<file path="src/rtl/playfield_renderer_if.sv">
// playfield_renderer_if: frame request handshake, bitmap read port and pixel stream.
interface playfield_renderer_if #(
    parameter int ADDR_W = 14,
    parameter int COL_W  = 3
);
    logic              start;
    logic              sprite_en;
    logic [7:0]        sprite_x;
    logic [7:0]        sprite_y;
    logic [ADDR_W-1:0] mem_addr;
    logic              mem_rdata;
    logic              busy;
    logic              done;
    logic [7:0]        x;
    logic [7:0]        y;
    logic [COL_W-1:0]  colour;
    logic              plot;
    modport master (
        output start, sprite_x, sprite_y, sprite_en, mem_rdata,
        input  mem_addr, busy, done, x, y, colour, plot
    );
    modport slave (
        input  start, sprite_x, sprite_y, sprite_en, mem_rdata,
        output mem_addr, busy, done, x, y, colour, plot
    );
endinterface

</file>
<file path="src/rtl/playfield_renderer.sv">
// playfield_renderer: scans a column-major playfield bitmap, then overlays a clipped sprite.
module playfield_renderer #(
    parameter int               FIELD_W     = 120,
    parameter int               FIELD_H     = 100,
    parameter int               X_OFF       = 20,
    parameter int               Y_OFF       = 10,
    parameter int               SPR_W       = 4,
    parameter int               SPR_H       = 6,
    parameter int               COL_W       = 3,
    parameter logic [COL_W-1:0] WALL_COLOUR = 3'b111,
    parameter logic [COL_W-1:0] BG_COLOUR   = 3'b000,
    parameter logic [COL_W-1:0] SPR_COLOUR  = 3'b100,
    parameter int               ADDR_W      = 14
) (
    input logic                 clk,
    input logic                 reset,
    playfield_renderer_if.slave bus
);
    typedef enum logic [2:0] {IDLE, WALL, DRAIN, SPRITE, DONE} state_t;
    localparam logic [7:0] LAST_COL = 8'(FIELD_W - 1);
    localparam logic [7:0] LAST_ROW = 8'(FIELD_H - 1);
    localparam logic [7:0] SW       = 8'(SPR_W);
    localparam logic [7:0] LAST_DY  = 8'(SPR_H - 1);
    localparam logic [7:0] XO       = 8'(X_OFF);
    localparam logic [7:0] YO       = 8'(Y_OFF);
    localparam logic [8:0] FW9      = 9'(FIELD_W);
    localparam logic [8:0] FH9      = 9'(FIELD_H);

    state_t            st, nx;
    logic [7:0]        col, row, dx, dy, spr_x, spr_y, x_q, y_q, x_d, y_d;
    logic              spr_en, wall_px, wall_d, plot_q, plot_d, busy_q, done_q, last_px, spr_on;
    logic [ADDR_W-1:0] addr;
    logic [COL_W-1:0]  colour_q, colour_d;
    logic [8:0]        sx, sy;

    assign last_px = col == LAST_COL && row == LAST_ROW;
    assign spr_on  = (st == DRAIN || st == SPRITE) && dx != SW;
    assign sx      = {1'b0, spr_x} + {1'b0, dx};
    assign sy      = {1'b0, spr_y} + {1'b0, dy};

    always_ff @(posedge clk or posedge reset)
        if (reset) st <= IDLE;
        else st <= nx;

    always_comb begin
        nx = st;
        case (st)
            IDLE:    nx = bus.start ? WALL : IDLE;
            WALL:    nx = last_px ? DRAIN : WALL;
            DRAIN:   nx = spr_en ? SPRITE : DONE;
            SPRITE:  nx = dx == SW ? DONE : SPRITE;
            DONE:    nx = IDLE;
            default: nx = IDLE;
        endcase
    end

    always_comb begin
        wall_d   = st == WALL;
        plot_d   = wall_d || (spr_on && spr_en && sx < FW9 && sy < FH9);
        x_d      = wall_d ? col + XO : sx[7:0] + XO;
        y_d      = wall_d ? row + YO : sy[7:0] + YO;
        colour_d = spr_on ? SPR_COLOUR : BG_COLOUR;
    end

    always_ff @(posedge clk or posedge reset)
        if (reset) begin
            {col, row, dx, dy, spr_x, spr_y} <= '0;
            spr_en <= 1'b0;
            addr   <= '0;
        end else begin
            if (st == IDLE && bus.start) begin
                spr_x  <= bus.sprite_x;
                spr_y  <= bus.sprite_y;
                spr_en <= bus.sprite_en;
                {col, row, dx, dy} <= '0;
                addr   <= '0;
            end
            if (st == WALL && !last_px) begin
                row  <= row == LAST_ROW ? 8'd0 : row + 8'd1;
                col  <= row == LAST_ROW ? col + 8'd1 : col;
                addr <= addr + ADDR_W'(1);
            end
            if (spr_on) begin
                dy <= dy == LAST_DY ? 8'd0 : dy + 8'd1;
                dx <= dy == LAST_DY ? dx + 8'd1 : dx;
            end
        end

    always_ff @(posedge clk or posedge reset)
        if (reset) begin
            {x_q, y_q} <= '0;
            colour_q   <= '0;
            {plot_q, busy_q, done_q, wall_px} <= '0;
        end else begin
            x_q      <= x_d;
            y_q      <= y_d;
            colour_q <= colour_d;
            plot_q   <= plot_d;
            wall_px  <= wall_d;
            busy_q   <= nx != IDLE;
            done_q   <= nx == DONE;
        end

    // mem_rdata already comes out of the memory's read register, so wall colour selects it directly
    assign bus.colour   = wall_px ? (bus.mem_rdata ? WALL_COLOUR : BG_COLOUR) : colour_q;
    assign bus.mem_addr = addr;
    assign bus.x        = x_q;
    assign bus.y        = y_q;
    assign bus.plot     = plot_q;
    assign bus.busy     = busy_q;
    assign bus.done     = done_q;
endmodule
</file>
<file path="src/flat_wrapper.sv">
// flat-port wrapper written by rule: the top's interface ports become plain ports
module playfield_renderer_flat 
#(
    parameter int               FIELD_W     = 120,
    parameter int               FIELD_H     = 100,
    parameter int               X_OFF       = 20,
    parameter int               Y_OFF       = 10,
    parameter int               SPR_W       = 4,
    parameter int               SPR_H       = 6,
    parameter int               COL_W       = 3,
    parameter logic [COL_W-1:0] WALL_COLOUR = 3'b111,
    parameter logic [COL_W-1:0] BG_COLOUR   = 3'b000,
    parameter logic [COL_W-1:0] SPR_COLOUR  = 3'b100,
    parameter int               ADDR_W      = 14
)
  (clk, reset, bus_start, bus_sprite_x, bus_sprite_y, bus_sprite_en, bus_mem_rdata, bus_mem_addr, bus_busy, bus_done, bus_x, bus_y, bus_colour, bus_plot);
  playfield_renderer_if #(.ADDR_W(ADDR_W), .COL_W(COL_W)) bus_i ();
  input logic clk;
  input logic reset;
  input wire logic [$bits(bus_i.start)-1:0] bus_start;
  input wire logic [$bits(bus_i.sprite_x)-1:0] bus_sprite_x;
  input wire logic [$bits(bus_i.sprite_y)-1:0] bus_sprite_y;
  input wire logic [$bits(bus_i.sprite_en)-1:0] bus_sprite_en;
  input wire logic [$bits(bus_i.mem_rdata)-1:0] bus_mem_rdata;
  output wire logic [$bits(bus_i.mem_addr)-1:0] bus_mem_addr;
  output wire logic [$bits(bus_i.busy)-1:0] bus_busy;
  output wire logic [$bits(bus_i.done)-1:0] bus_done;
  output wire logic [$bits(bus_i.x)-1:0] bus_x;
  output wire logic [$bits(bus_i.y)-1:0] bus_y;
  output wire logic [$bits(bus_i.colour)-1:0] bus_colour;
  output wire logic [$bits(bus_i.plot)-1:0] bus_plot;
  assign bus_i.start = bus_start;
  assign bus_i.sprite_x = bus_sprite_x;
  assign bus_i.sprite_y = bus_sprite_y;
  assign bus_i.sprite_en = bus_sprite_en;
  assign bus_i.mem_rdata = bus_mem_rdata;
  assign bus_mem_addr = bus_i.mem_addr;
  assign bus_busy = bus_i.busy;
  assign bus_done = bus_i.done;
  assign bus_x = bus_i.x;
  assign bus_y = bus_i.y;
  assign bus_colour = bus_i.colour;
  assign bus_plot = bus_i.plot;
  playfield_renderer #(.FIELD_W(FIELD_W), .FIELD_H(FIELD_H), .X_OFF(X_OFF), .Y_OFF(Y_OFF), .SPR_W(SPR_W), .SPR_H(SPR_H), .COL_W(COL_W), .WALL_COLOUR(WALL_COLOUR), .BG_COLOUR(BG_COLOUR), .SPR_COLOUR(SPR_COLOUR), .ADDR_W(ADDR_W)) u_core (.clk(clk), .reset(reset), .bus(bus_i));
endmodule
</file>
<file path="config.mk">
export PLATFORM = sky130hd
export DESIGN_NAME = playfield_renderer_flat
export DESIGN_NICKNAME = d
export VERILOG_FILES = /design/src/rtl/playfield_renderer_if.sv /design/src/rtl/playfield_renderer.sv /design/src/flat_wrapper.sv
export SDC_FILE = /design/constraint.sdc
export NUM_CORES = 1
export LEC_CHECK = 0
export CORE_UTILIZATION = 50
export DETAILED_ROUTE_END_ITERATION = 12
export PLACE_DENSITY = 0.8
export SYNTH_ARGS = -nofsm -noshare
export SYNTH_HDL_FRONTEND = slang
export SYNTH_SLANG_ARGS = --single-unit
</file>
<file path="constraint.sdc">
create_clock -name clk -period 6.6 [get_ports clk]
set_input_delay 1.65 -clock clk [delete_from_list [all_inputs] [get_ports clk]]
set_output_delay 1.65 -clock clk [all_outputs]
set_load 0.03 [all_outputs]
</file>
==> summary.txt <==
Setup path
  – Most numerous cell on the critical path: clkdlybuf4s50_1
  – CP Launch Type: input port
  – CP required: 4.95 ns
  – Buf/Inv on CP: 2
  – Setup CP Type: input port to output port
  – Crit-path max cell delay: 0.67 ns
  – Critical Path Fanout Max: 2
  – Crit-path leading delay family: buffers and inverters
  – Crit end category: output port
  – Worst-path cell chain: clkdlybuf4s50_1 -> and2_1 -> clkdlybuf4s50_1
  – Critical path's slowest cell: clkdlybuf4s50_1
  – Critical path arrival: 2.93 ns

Logic synthesis
  – Synth Net Count: 573
  – Ys flop type: dfrtp_1
  – Asr flop ratio synth: 1.000
  – EDFF count, synth: 0
  – Synth top area share: 0.4452
  – Cell count after synthesis: 525
  – Sequential share of the synthesized area: 0.4452
  – Yosys warns: 0
  – Dominant cell type by area after synthesis: dfrtp_1
  – Top post-synthesis cells by area: dfrtp_1, nand2_1, ha_1, o21ai_0, xor2_1
  – Mapped Avg Cell Area: 9.314 µm²
  – Mapped Area: 4890 µm²
  – Synth Register Bits: 87
  – Library cells used by synthesis: 65

Drt
  – Routed Antenna Nets: 0
  – DR vias/cell: 5.688
  – Number of DRC markers in iteration 0: 219
  – DRC: 0
  – Drt total wl: 10720 µm
  – Post-DR wirelength/cell: 15.14 µm
  – Routed via count: 4027
  – Router iterations before antenna repair: 4

Clock tree
  – CTS root buffer: clkbuf_8
  – Clock tree buffer depth: 2
  – Worst skew pair latency: 0.36 ns
  – Post_cts resized: 0
  – Cts hold-fix bufs: 0
  – CTS tree: built
  – Setup bufs post-CTS: 0
  – Clk slew on worst S/H paths: 0.08 ns
  – Number of H-tree levels: 3
  – CTS Buf Count: 9
  – CTS Sinks: 87

Floorplanning
  – Initial Util: 0.5218
  – Die area: 10180 µm²
  – Die height: 100.9 µm
  – Row count: 35
  – # IOs: 57
  – Area of the core: 9371 µm²
  – Die W: 100.9 µm

Power
  – Pleak: 2.618 nW
  – Worst vdd ir: 0.0001408 V
  – Pwr/cell area: 294.8 nW/µm²

Global routing
  – Gr usage total: 0.2267
  – Antenna violations before repair: 0
  – Final global-route overflow total: 0
  – Vias in the first global route: 3871
  – Largest net degree at the start of global routing: 88
  – First-pass GRT wire length: 18090 µm

STA
  – Hold slack: 0.4985 ns
  – Slew @ Worst Pin: 1.067 ns
  – Worst slew margin: 0.2884
  – Final Slew Violations: 0
  – Fin crit share: 0.6936
  – Clock skew after layout: 0.008057 ns
  – Peak Freq: 218.4 MHz
  – Minimum clock period: 4.578 ns
  – Finish-stage setup viols: 0
  – RSZ-0062 raised after global routing: no
  – Final Hold Fails: 0
  – Setup TNS: 0 ns

Cells and area
  – Antenna cells: 0
  – Most frequent cells in the layout: nand2_1, dfrtp_1, clkdlybuf4s50_1
  – Fillers: 800
  – Fraction of layout cells with a size suffix above 1: 0.06563
  – Commonest non-fill, non-tap cell in the layout: nand2_1
  – Nets: 623
  – Area Overhead vs Synth: 17.61%

Placement
  – PortBufs: 56
  – Final GP Congestion: 0.8812
  – DPL Wire Length: 7669 µm

Worst hold path
  – Type of the most critical hold path: flop to flop

Run
  – Max cap viols: 0

Run status
  – Status: finished clean
## state kept, by name, summed over array words and instances, names as in the netlist
name and flops:
u_core.st 3, u_core.dx 8, u_core.bus.y 8, u_core.col 8, u_core.bus.plot 1, u_core.wall_px 1, u_core.bus.done 1, u_core.bus.x 8
u_core.bus.mem_addr 14, u_core.spr_x 8, u_core.bus.busy 1, u_core.row 8, u_core.spr_en 1, u_core.spr_y 8, u_core.dy 8, u_core.colour_q 1
## cell usage after synthesis (3+ instances only)
cell,number
ha_1,25
xor2_1,20
or2_2,9
nor3b_1,3
nand3_1,14
nand2_1,103
dfrtp_1,87
nor2b_1,3
a21oi_1,15
nor2_1,34
a21o_1,4
nor3_1,6
clkbuf_1,11
o211ai_1,5
or3_1,4
o31ai_1,12
nand2b_1,4
a211oi_1,4
a31oi_1,3
buf_2,4
mux2i_1,7
o21a_1,3
nand4_1,14
and3_1,11
o21ai_0,37
xnor2_1,10
nor4b_1,3
inv_1,16
and2_1,7
## worst paths after layout
| path | startpoint | to | slack (ns) | cells after the start |
|---|---|---|---|---|
| setup reg to reg | u_core.st[1]$_DFF_PP0_ | u_core.bus.y[7]$_DFF_PP0_ | 3.31 | 9 |
| min in group asynchronous | reset | u_core.bus.y[3]$_DFF_PP0_ | 1.95 | 3 |
| hold / removal | u_core.spr_x[3]$_DFFE_PP0P_ | u_core.spr_x[3]$_DFFE_PP0P_ | 0.50 | 2 |
| setup / recovery | bus_mem_rdata | bus_colour[0] | 2.02 | 3 |
| max in group asynchronous | reset | u_core.dx[6]$_DFFE_PP0P_ | 3.99 | 3 |
| hold reg to reg | u_core.spr_x[3]$_DFFE_PP0P_ | u_core.spr_x[3]$_DFFE_PP0P_ | 0.50 | 2 |
## metal layers
layer / routed length [µm] / part of all wire / global-route usage
met2: 5124 / 0.48 / 0.3635
met3: 457 / 0.043 / 0.04300
met1: 5047 / 0.47 / 0.3138
met5: 0 / 0 / 0
met4: 91 / 0.0085 / 0.06577
## stage by stage
stage / setup slack (ns) / utilization / cell area (µm²) / power (mW) / cells
floorplan: 2.700 / - / 4890 / 1.100 / 525
global placement: 2.035 / 0.5911 / 5539 / 1.272 / 693
detailed placement: 2.009 / 0.5911 / 5539 / 1.292 / 693
CTS: 2.006 / 0.6136 / 5751 / 1.696 / 708
global route: 1.963 / 0.6136 / 5751 / 1.791 / 708
finish: 2.022 / 0.6136 / 5751 / 1.695 / 708
## power by group
group	switching, mW	internal [mW]	total, mW	leakage (nW)
clock network	0.189	0.221	0.409	0.109
registers	0.0863	0.632	0.718	1.13
logic	0.332	0.235	0.568	1.38
## logic make-up after synthesis
family          after synthesis  synth area share
fa+ha+maj                    27           0.07216
compound gates              108            0.1482
simple gates                230            0.2323
xor+xnor                     30           0.05374
buf+inv                      35           0.03173
flops                        87            0.4452
mux                           8           0.01663
## worst min-delay path, cell delays in order, from the launching register on
cell,delay [ns]
dfrtp_1,0.36
nand2_1,0.05
nand2_1,0.05
## layout make-up
type                    instances  area (µm²)  share of cell area
multi-input cells             403        2564              0.4458
flip-flops and latches         87        2177              0.3786
repair buffers                 58       575.6              0.1001
well taps                     129       161.4             0.02807
clock buffers                  11       141.4             0.02459
clock inverters                 4       70.07             0.01218
inverters                      16       61.31             0.01066
(Power assumes the default switching activity.)
